## src/rtl/uart_cmd_pkg.sv

```systemverilog
// Shared types and constants for the UART command receiver.
//   rx_state_e     : byte receiver states (IDLE, START, DATA, STOP)
//   parser_state_e : command parser states (WAIT_ADDR, WAIT_DATA)
//   CMD_MARKER_BIT : bit that marks a byte as a command header
package uart_cmd_pkg;

    typedef enum logic [1:0] {
        IDLE  = 2'd0,
        START = 2'd1,
        DATA  = 2'd2,
        STOP  = 2'd3
    } rx_state_e;

    typedef enum logic {
        WAIT_ADDR = 1'b0,
        WAIT_DATA = 1'b1
    } parser_state_e;

    localparam int CMD_MARKER_BIT = 7;

endpackage

```

## src/rtl/uart_rx_core.sv

```systemverilog
// 8N1 byte receiver: two-flop synchronizer, bit-period counter and receiver FSM.
//   clk, rst   : clock and synchronous active-high reset
//   rx         : asynchronous serial line, idle high
//   byte_valid : one-cycle pulse for each correctly framed byte
//   rx_byte    : last correctly framed byte, held between frames
//   frame_err  : one-cycle pulse when a stop bit is sampled low
module uart_rx_core
    import uart_cmd_pkg::*;
#(
    parameter int CLKS_PER_BIT = 417
) (
    input  logic       clk,
    input  logic       rst,
    input  logic       rx,
    output logic       byte_valid,
    output logic [7:0] rx_byte,
    output logic       frame_err
);

    localparam int CNT_W = $clog2(CLKS_PER_BIT);
    // Half a bit period lands the start-bit check mid-bit; full periods follow.
    localparam logic [CNT_W-1:0] HALF_LOAD = CNT_W'(CLKS_PER_BIT / 2 - 1);
    localparam logic [CNT_W-1:0] FULL_LOAD = CNT_W'(CLKS_PER_BIT - 1);

    logic [1:0]       sync_q,       sync_d;
    rx_state_e        state_q,      state_d;
    logic [CNT_W-1:0] cnt_q,        cnt_d;
    logic [2:0]       bit_idx_q,    bit_idx_d;
    logic [7:0]       shift_q,      shift_d;
    logic [7:0]       rx_byte_q,    rx_byte_d;
    logic             byte_valid_q, byte_valid_d;
    logic             frame_err_q,  frame_err_d;

    logic rx_s;
    logic cnt_zero;

    assign rx_s     = sync_q[1];
    assign cnt_zero = (cnt_q == '0);

    always_comb begin
        // NOTE: every _d is given its hold value before the case, so no path
        // leaves it unassigned and no latch is inferred.
        sync_d       = {sync_q[0], rx};
        state_d      = state_q;
        cnt_d        = cnt_q;
        bit_idx_d    = bit_idx_q;
        shift_d      = shift_q;
        rx_byte_d    = rx_byte_q;
        byte_valid_d = 1'b0;
        frame_err_d  = 1'b0;

        case (state_q)
            IDLE: begin
                if (!rx_s) begin
                    state_d = START;
                    cnt_d   = HALF_LOAD;
                end
            end

            START: begin
                if (cnt_zero) begin
                    if (rx_s) begin
                        // Line came back high by mid-bit: a glitch, not a start.
                        state_d = IDLE;
                    end else begin
                        state_d   = DATA;
                        cnt_d     = FULL_LOAD;
                        bit_idx_d = '0;
                    end
                end else begin
                    cnt_d = cnt_q - 1'b1;
                end
            end

            DATA: begin
                if (cnt_zero) begin
                    // LSB arrives first, so shift in from the top.
                    shift_d   = {rx_s, shift_q[7:1]};
                    cnt_d     = FULL_LOAD;
                    bit_idx_d = bit_idx_q + 3'd1;
                    if (bit_idx_q == 3'd7) begin
                        state_d = STOP;
                    end
                end else begin
                    cnt_d = cnt_q - 1'b1;
                end
            end

            STOP: begin
                if (cnt_zero) begin
                    // Back to IDLE immediately so a start bit that follows the
                    // stop bit with no idle gap is still caught.
                    state_d = IDLE;
                    if (rx_s) begin
                        rx_byte_d    = shift_q;
                        byte_valid_d = 1'b1;
                    end else begin
                        frame_err_d  = 1'b1;
                    end
                end else begin
                    cnt_d = cnt_q - 1'b1;
                end
            end

            default: state_d = IDLE;
        endcase
    end

    always_ff @(posedge clk) begin
        // NOTE: non-blocking assignments make every flop take its pre-edge
        // value; blocking ones would collapse the synchronizer into one stage.
        if (rst) begin
            sync_q       <= 2'b11;
            state_q      <= IDLE;
            cnt_q        <= '0;
            bit_idx_q    <= '0;
            shift_q      <= '0;
            rx_byte_q    <= '0;
            byte_valid_q <= 1'b0;
            frame_err_q  <= 1'b0;
        end else begin
            sync_q       <= sync_d;
            state_q      <= state_d;
            cnt_q        <= cnt_d;
            bit_idx_q    <= bit_idx_d;
            shift_q      <= shift_d;
            rx_byte_q    <= rx_byte_d;
            byte_valid_q <= byte_valid_d;
            frame_err_q  <= frame_err_d;
        end
    end

    assign byte_valid = byte_valid_q;
    assign rx_byte    = rx_byte_q;
    assign frame_err  = frame_err_q;

endmodule

```

## src/rtl/uart_cmd_rx.sv

```systemverilog
// UART command receiver: turns (header, data) byte pairs into register writes.
// A header byte has CMD_MARKER_BIT set and carries the 7-bit address; the next
// good byte is the data. A framing error or a long gap abandons the command.
//   clk, rst   : clock and synchronous active-high reset
//   rx         : asynchronous serial line, idle high
//   wr_en      : one-cycle write strobe
//   wr_addr    : write address, held until the next write
//   wr_data    : write data, held until the next write
//   byte_valid : one-cycle pulse per correctly framed byte
//   rx_byte    : last correctly framed byte, held
//   frame_err  : one-cycle pulse on a low stop bit
//   timeout    : one-cycle pulse when a half-received command is abandoned
module uart_cmd_rx
    import uart_cmd_pkg::*;
#(
    parameter int CLKS_PER_BIT = 417,
    parameter int TIMEOUT_BITS = 32
) (
    input  logic       clk,
    input  logic       rst,
    input  logic       rx,
    output logic       wr_en,
    output logic [6:0] wr_addr,
    output logic [7:0] wr_data,
    output logic       byte_valid,
    output logic [7:0] rx_byte,
    output logic       frame_err,
    output logic       timeout
);

    localparam int TIMEOUT_CYCLES = TIMEOUT_BITS * CLKS_PER_BIT;
    localparam int GAP_W          = $clog2(TIMEOUT_CYCLES + 1);
    // The parser sees byte_valid one cycle after it rises and timeout is
    // registered, so the count stops two short to place the timeout pulse
    // exactly TIMEOUT_CYCLES after the header's byte_valid.
    localparam logic [GAP_W-1:0] GAP_LAST = GAP_W'(TIMEOUT_CYCLES - 2);

    uart_rx_core #(
        .CLKS_PER_BIT (CLKS_PER_BIT)
    ) u_core (
        .clk        (clk),
        .rst        (rst),
        .rx         (rx),
        .byte_valid (byte_valid),
        .rx_byte    (rx_byte),
        .frame_err  (frame_err)
    );

    parser_state_e                 pstate_q,    pstate_d;
    logic [CMD_MARKER_BIT-1:0]     pend_addr_q, pend_addr_d;
    logic [GAP_W-1:0]              gap_q,       gap_d;
    logic                          wr_en_q,     wr_en_d;
    logic [6:0]                    wr_addr_q,   wr_addr_d;
    logic [7:0]                    wr_data_q,   wr_data_d;
    logic                          timeout_q,   timeout_d;

    always_comb begin
        pstate_d    = pstate_q;
        pend_addr_d = pend_addr_q;
        gap_d       = gap_q;
        wr_en_d     = 1'b0;
        wr_addr_d   = wr_addr_q;
        wr_data_d   = wr_data_q;
        timeout_d   = 1'b0;

        case (pstate_q)
            WAIT_ADDR: begin
                // Held at zero here so the timer starts clean on entry.
                gap_d = '0;
                if (byte_valid && rx_byte[CMD_MARKER_BIT]) begin
                    pend_addr_d = rx_byte[CMD_MARKER_BIT-1:0];
                    pstate_d    = WAIT_DATA;
                end
            end

            WAIT_DATA: begin
                // A byte arriving on the terminal-count cycle still wins.
                if (byte_valid) begin
                    wr_addr_d = pend_addr_q;
                    wr_data_d = rx_byte;
                    wr_en_d   = 1'b1;
                    gap_d     = '0;
                    pstate_d  = WAIT_ADDR;
                end else if (frame_err) begin
                    pstate_d  = WAIT_ADDR;
                end else if (gap_q == GAP_LAST) begin
                    timeout_d = 1'b1;
                    pstate_d  = WAIT_ADDR;
                end else begin
                    gap_d     = gap_q + 1'b1;
                end
            end

            default: pstate_d = WAIT_ADDR;
        endcase
    end

    always_ff @(posedge clk) begin
        if (rst) begin
            pstate_q    <= WAIT_ADDR;
            pend_addr_q <= '0;
            gap_q       <= '0;
            wr_en_q     <= 1'b0;
            wr_addr_q   <= '0;
            wr_data_q   <= '0;
            timeout_q   <= 1'b0;
        end else begin
            pstate_q    <= pstate_d;
            pend_addr_q <= pend_addr_d;
            gap_q       <= gap_d;
            wr_en_q     <= wr_en_d;
            wr_addr_q   <= wr_addr_d;
            wr_data_q   <= wr_data_d;
            timeout_q   <= timeout_d;
        end
    end

    assign wr_en   = wr_en_q;
    assign wr_addr = wr_addr_q;
    assign wr_data = wr_data_q;
    assign timeout = timeout_q;

endmodule

```

## config.mk

```make
export PLATFORM = sky130hd
export DESIGN_NAME = uart_cmd_rx
export DESIGN_NICKNAME = d
export VERILOG_FILES = /design/src/rtl/uart_cmd_pkg.sv /design/src/rtl/uart_rx_core.sv /design/src/rtl/uart_cmd_rx.sv
export SDC_FILE = /design/constraint.sdc
export NUM_CORES = 1
export LEC_CHECK = 0
export CAP_MARGIN = 20
export CORE_MARGIN = 10
export CORE_UTILIZATION = 55
export CTS_CLUSTER_SIZE = 14
export DETAILED_ROUTE_END_ITERATION = 16
export PLACE_DENSITY = 0.77
export SLEW_MARGIN = 20
export SYNTH_ARGS = -nofsm -noshare
export SYNTH_HDL_FRONTEND = slang
export SYNTH_SLANG_ARGS = --single-unit
```

## constraint.sdc

```tcl
create_clock -name clk -period 3.75 [get_ports clk]
set_input_delay 0.375 -clock clk [delete_from_list [all_inputs] [get_ports clk]]
set_output_delay 0.375 -clock clk [all_outputs]
set_load 0.03 [all_outputs]
```

# Word-level counts from Yosys, hierarchy flattened
# Index checks and enable logic that the tools add are counted.
# word_totals
reg_bits,73
word_cells,81
output_inout_bits,27
# classes
eq_ne,15
n_addsub,3
n_reduce_logical,15
n_bitwise,3
muxes,30
# ops
op,count
9-bit two-way mux,5
14-bit two-way mux,3
9-bit case mux with 4 select lines,1
14-bit case mux with 2 select lines,1
"14-bit by 1-bit adder with 14-bit output, second input constant",1
"14-bit == test, second input constant",1
2-bit two-way mux,6
9-bit logical NOT,1
3-bit two-way mux,3
"9-bit by 1-bit subtractor with 9-bit output, second input constant",1
1-bit two-way mux,8
"2-bit by 1-bit != test with 1-bit output, second input constant",4
2-bit case mux with 4 select lines,1
2-bit AND reduction,4
"2-bit != test, second input constant",3
"3-bit by 2-bit != test with 1-bit output, second input constant",2
3-bit case mux with 2 select lines,1
3-bit AND reduction,2
5-bit AND reduction,1
"2-bit == test, second input constant",2
4-bit AND reduction,1
4-bit OR reduction,1
"3-bit by 1-bit adder with 3-bit output, second input constant",1
"3-bit == test, second input constant",1
other kinds (9),11

# Logic depth before layout (Yosys ltp)
# depth
word_depth,5
mapped_depth,7

# Cells and area by module
# A second synthesis with hierarchy kept.
# unflattened
cells_unflattened,385
hier_area_um2,3209.3
# modules_own_cells
module,instances,area_per_inst_um2,cells_per_inst
uart_rx_core,1,1642.8,207
uart_cmd_rx,1,1566.5,178

# Worst setup path before layout
# No wires, ideal clock.
# synth_timing
path_kind,register to register
startpoint,register u_core.cnt_q[0]
endpoint,"register u_core.rx_byte_q[7], in the netlist u_core.rx_byte[7]"
setup_time_ns,0.128
synth_period_minus_slack_ns,1.981
arrival_ns,1.854
n_path_buf,1
path_stages_with_launch,8
path_slack_ns,1.769
required_time_ns,3.622
cell_sequence,dfxtp_1 -> inv_1 -> ha_1 -> or4b_4 -> buf_6 -> nor3_4 -> mux2i_1 -> nor2_1
# synth_between
elab_chain_cells,2
# synth_rtl
item,line,source
"start, declared",uart_rx_core.sv:27,"logic [CNT_W-1:0] cnt_q, cnt_d;"
"start signal, assigned",uart_rx_core.sv:124,cnt_q <= cnt_d;
9-bit logical NOT,uart_rx_core.sv:38,assign cnt_zero = (cnt_q == '0);
3-bit AND reduction (no source line),n/a,
"end signal, assigned",uart_rx_core.sv:127,rx_byte_q <= rx_byte_d;
"end, declared",uart_rx_core.sv:30,"logic [7:0] rx_byte_q, rx_byte_d;"
# Every way passes these cells.
# A chain may end at the register's enable or synchronous reset.

# Worst setup path in the final report
# layout_timing
startpoint,register u_core.cnt_q[0]
endpoint,register u_core.bit_idx_q[1]
# layout_between
elab_chain_cells,3
word_cells_on_any_way,4
# layout_rtl
item,line,source
9-bit logical NOT *,uart_rx_core.sv:38,
2-bit by 1-bit != test with 1-bit output (no source line),n/a,
4-bit AND reduction (no source line) *,n/a,
"end signal, assigned",uart_rx_core.sv:125,bit_idx_q <= bit_idx_d;
"end, declared",uart_rx_core.sv:28,"logic [2:0] bit_idx_q, bit_idx_d;"
# Mark *: on every way between the ends. The rest lies on a longest branch, timed or not.

==> summary.md <==
| Metric | Value |
|---|---|
| Outcome | `completed` |
| Vias in the first global route | `2643` |
| Final antenna-violating net count | `0` |
| Post-CTS Setup Repair Bufs | `0` |
| Ranking of synthesized cells by area | `dfxtp_1 (44%), nand2_1 (7.4%), a21oi_1 (5.8%), mux2i_1 (5.2%), nor2_1 (4.4%)` |
| Post-synthesis cell type count | `between 50 and 60` |
| Clock Path Buffers | `2` |
| Pin count of the biggest net entering global routing | `50` |
| Ys async rst share | `0%` |
| Skew final | `0.0104 ns` |
| Setup crit end kind | `flop` |
| Yosys warning total | `0` |
| Clock power frac | `34.2%` |
| Area grow syn2layout | `15.2%` |
| Commonest cells in the synthesized netlist | `dfxtp_1 (73), nand2_1 (65), nor2_1 (39)` |
| Drt drc | `0` |
| CTS buffer count | `9` |
| Worst-skew pair later-pin latency | `0.34 ns` |
| Switch share | `31.6%` |
| H-tree Lvls | `3` |
| CP required | `4.02 ns` |
| Mapped Area | `3290 um2` |
| RD Place Congestion | `0.892` |
| Slew @ Worst Pin | `0.932 ns` |
| Final net count | `417` |
| Pre-antenna DRT Iters | `5` |
| CTS clk-pin slew, worst paths | `0.08 ns` |
| Total Wirelength | `7.29 mm` |
| Cts repair resizes | `0` |
| # port buffers | `29` |
| Die Span X | `97.4 um` |
| Register share of total power | `46.5%` |
| Fmax | `0.437 GHz` |
| ANT cells | `0` |
| Final instance area | `approximately 3800 um2` |
| Die area | `9480 um2` |
| FF+latch count, synth | `73` |
| Hold Crit Class | `in2reg` |
| Internal Pwr Total | `0.00123 W` |
| Final min period | `2.29 ns` |
| Maximum vdd drop | `0.267 mV` |
| Unrepaired setup endpoints after global routing | `false` |
| Count leader, synth | `dfxtp_1` |
| CTS Sinks | `73` |
| DRT iter0 DRCs | `255` |
| Total core area | `5850 um2` |
| Combinational power share | `19.3%` |
| Yosys top cell by area | `dfxtp_1` |
| First-pass GRT wire length | `12.0 mm` |
| Top_reg_cell synth | `dfxtp_1` |
| Startpoint types | `flop` |
| Power density over cell area | `roughly 470 nW/um2` |
| Wire length per cell | `15.1 um` |
| Leakage power | `1.36 nW` |
| Slew Limit Fails | `0` |
| TNS Setup | `0 ns` |
| GRT Total Usage | `between 10 and 15%` |
| Mapped Cells | `between 300 and 400` |
| Max-cap violations | `0` |
| Vias per Instance | `5.84` |
| Via count | `2825` |
| Antenna violations before repair | `0` |
| # setup viols final | `0` |
| Critical Setup Path Class | `reg2reg` |
| Ports | `30` |
| Post-DP HPWL | `4.90 mm` |
| Worst hold slack | `0.360 ns` |
| Post-synth EDFFs | `0` |
| Post-Layout Cell Count | `484` |
| Die Span Y | `97.4 um` |
| Switching Power | `about 0.00056 W` |
| Site Rows | `28` |
| Dpl cells | `468` |
| Initial Util | `56.3%` |
| Synthesized area per cell | `8.60 um2` |
| Hold_buf cts | `0` |
| Sequential cell area fraction in the yosys report | `44.4%` |
| Clk root buf | `clkbuf_8` |
| Fillers | `487` |
| Layout cells sized above 1 | `7.33%` |
| Net count after synthesis | `396` |
| Final period util | `61.0%` |
| Global route overflow | `0` |
| CTS tree | `built` |
| Share of Yosys cell area claimed by the top area cell type | `44.4%` |
| Max_slew headroom | `37.1%` |
| DP Area | `~3600 um2` |
| Worst EP arrival | `2.56 ns` |
| Hold Vio Cnt, Final | `0` |
| Worst-path fanout max | `10` |
## per-stage QoR
| stage | utilization, % | power [W] | setup slack, ns |
|---|---|---|---|
| floorplan | - | 0.00113 | 1.77 |
| global placement | 61.3 | 0.00117 | 1.62 |
| detailed placement | 61.3 | 0.00117 | 1.56 |
| CTS | 64.6 | 0.00178 | 1.51 |
| global route | 64.9 | 0.00187 | 1.26 |
| finish | 64.9 | 0.00179 | 1.46 |
## per-layer routing
layer / global-route usage (%) / up-vias / wire [um]
met5: 0 / - / 0
li1: - / 1407 / -
met1: 17.3 / 1338 / 3220
met3: 4.20 / 15 / 423
met2: 23.7 / 65 / 3500
met4: 7.16 / 0 / 145
## critical path, stage by stage, from the launching register on
cell and delay [ns]:
dfxtp_1 0.34, inv_1 0.10, ha_1 0.26, nor3b_1 0.71
and4_1 0.54, nand3_1 0.13, a21oi_1 0.14
## power by group through the flow
| stage | clock network, W | registers [W] | logic [W] |
|---|---|---|---|
| 3_5_place_dp | 0 | 0.000846 | 0.000328 |
| 3_3_place_gp | 0 | 0.000844 | 0.000325 |
| 4_1_cts | 0.000622 | 0.000828 | 0.000332 |
| 5_1_grt | 0.000653 | 0.000837 | 0.000380 |
| 6_report | 0.000613 | 0.000832 | 0.000346 |
| 2_1_floorplan | 0 | 0.000835 | 0.000292 |
## logic make-up (layout without fill, tap and decap cells)
kind of cell	Yosys count	in the layout	share of synthesized area [%]
xor gates and xnor gates	7	7	1.86
buffers and inverters	28	54	3.72
DFF	73	73	44.4
AOI/OAI and AO/OA	83	83	16.6
muxes	17	17	5.17
and+or+nand+nor	165	165	24.5
adders and majority gates	10	10	3.80
## worst paths after layout
kind	endpoint	depth (start not counted)	slack, ns	from
max reg2reg	u_core.bit_idx_q[1]	6	1.46	u_core.cnt_q[0]
min	pend_addr_q[1]	2	0.36	rst
min reg2reg	u_core.sync_q[1]	1	0.42	u_core.sync_q[0]
max	u_core.bit_idx_q[1]	6	1.46	u_core.cnt_q[0]
## sequential cells by signal (all words and copies together) (netlist names), named ones only
| name | cells |
|---|---|
| u_core.rx_byte | 8 |
| pstate_q | 1 |
| u_core.shift_q | 8 |
| pend_addr_q | 7 |
| wr_data | 8 |
| u_core.state_q | 1 |
| u_core.bit_idx_q | 3 |
| u_core.frame_err | 1 |
| gap_q | 14 |
| u_core.byte_valid | 1 |
| timeout | 1 |
| wr_en | 1 |
| u_core.cnt_q | 9 |
| wr_addr | 7 |
| u_core.sync_q | 2 |
## cells in the final DEF (no fill, tap or decap), types with 3 or more instances in the layout
master,count
dfxtp_1,73
clkbuf_8,9
and3_1,6
a41oi_1,3
nor3_1,6
inv_1,8
ha_1,10
a31oi_1,5
xnor2_1,4
o21ai_0,7
nor4_1,5
nor2_1,39
a211oi_1,3
nand4_1,7
mux2i_1,17
a31o_2,4
nand3_1,8
clkdlybuf4s50_1,28
a21oi_1,38
nand2_1,65
xor2_1,3
nand3b_1,5
## area by class of cell
cell class                 instances  area (um2)  share of cell area [%]
clock buffer                      10         128                    3.36
multi-input combinational        282        1720                    45.4
tap                               75        93.8                    2.47
clock inverter                     6        67.6                    1.78
sequential                        73        1460                    38.5
timing repair buffer              30         293                    7.72
inverter                           8        30.0                   0.791
No activity file was read; power rests on OpenSTA's default activity.
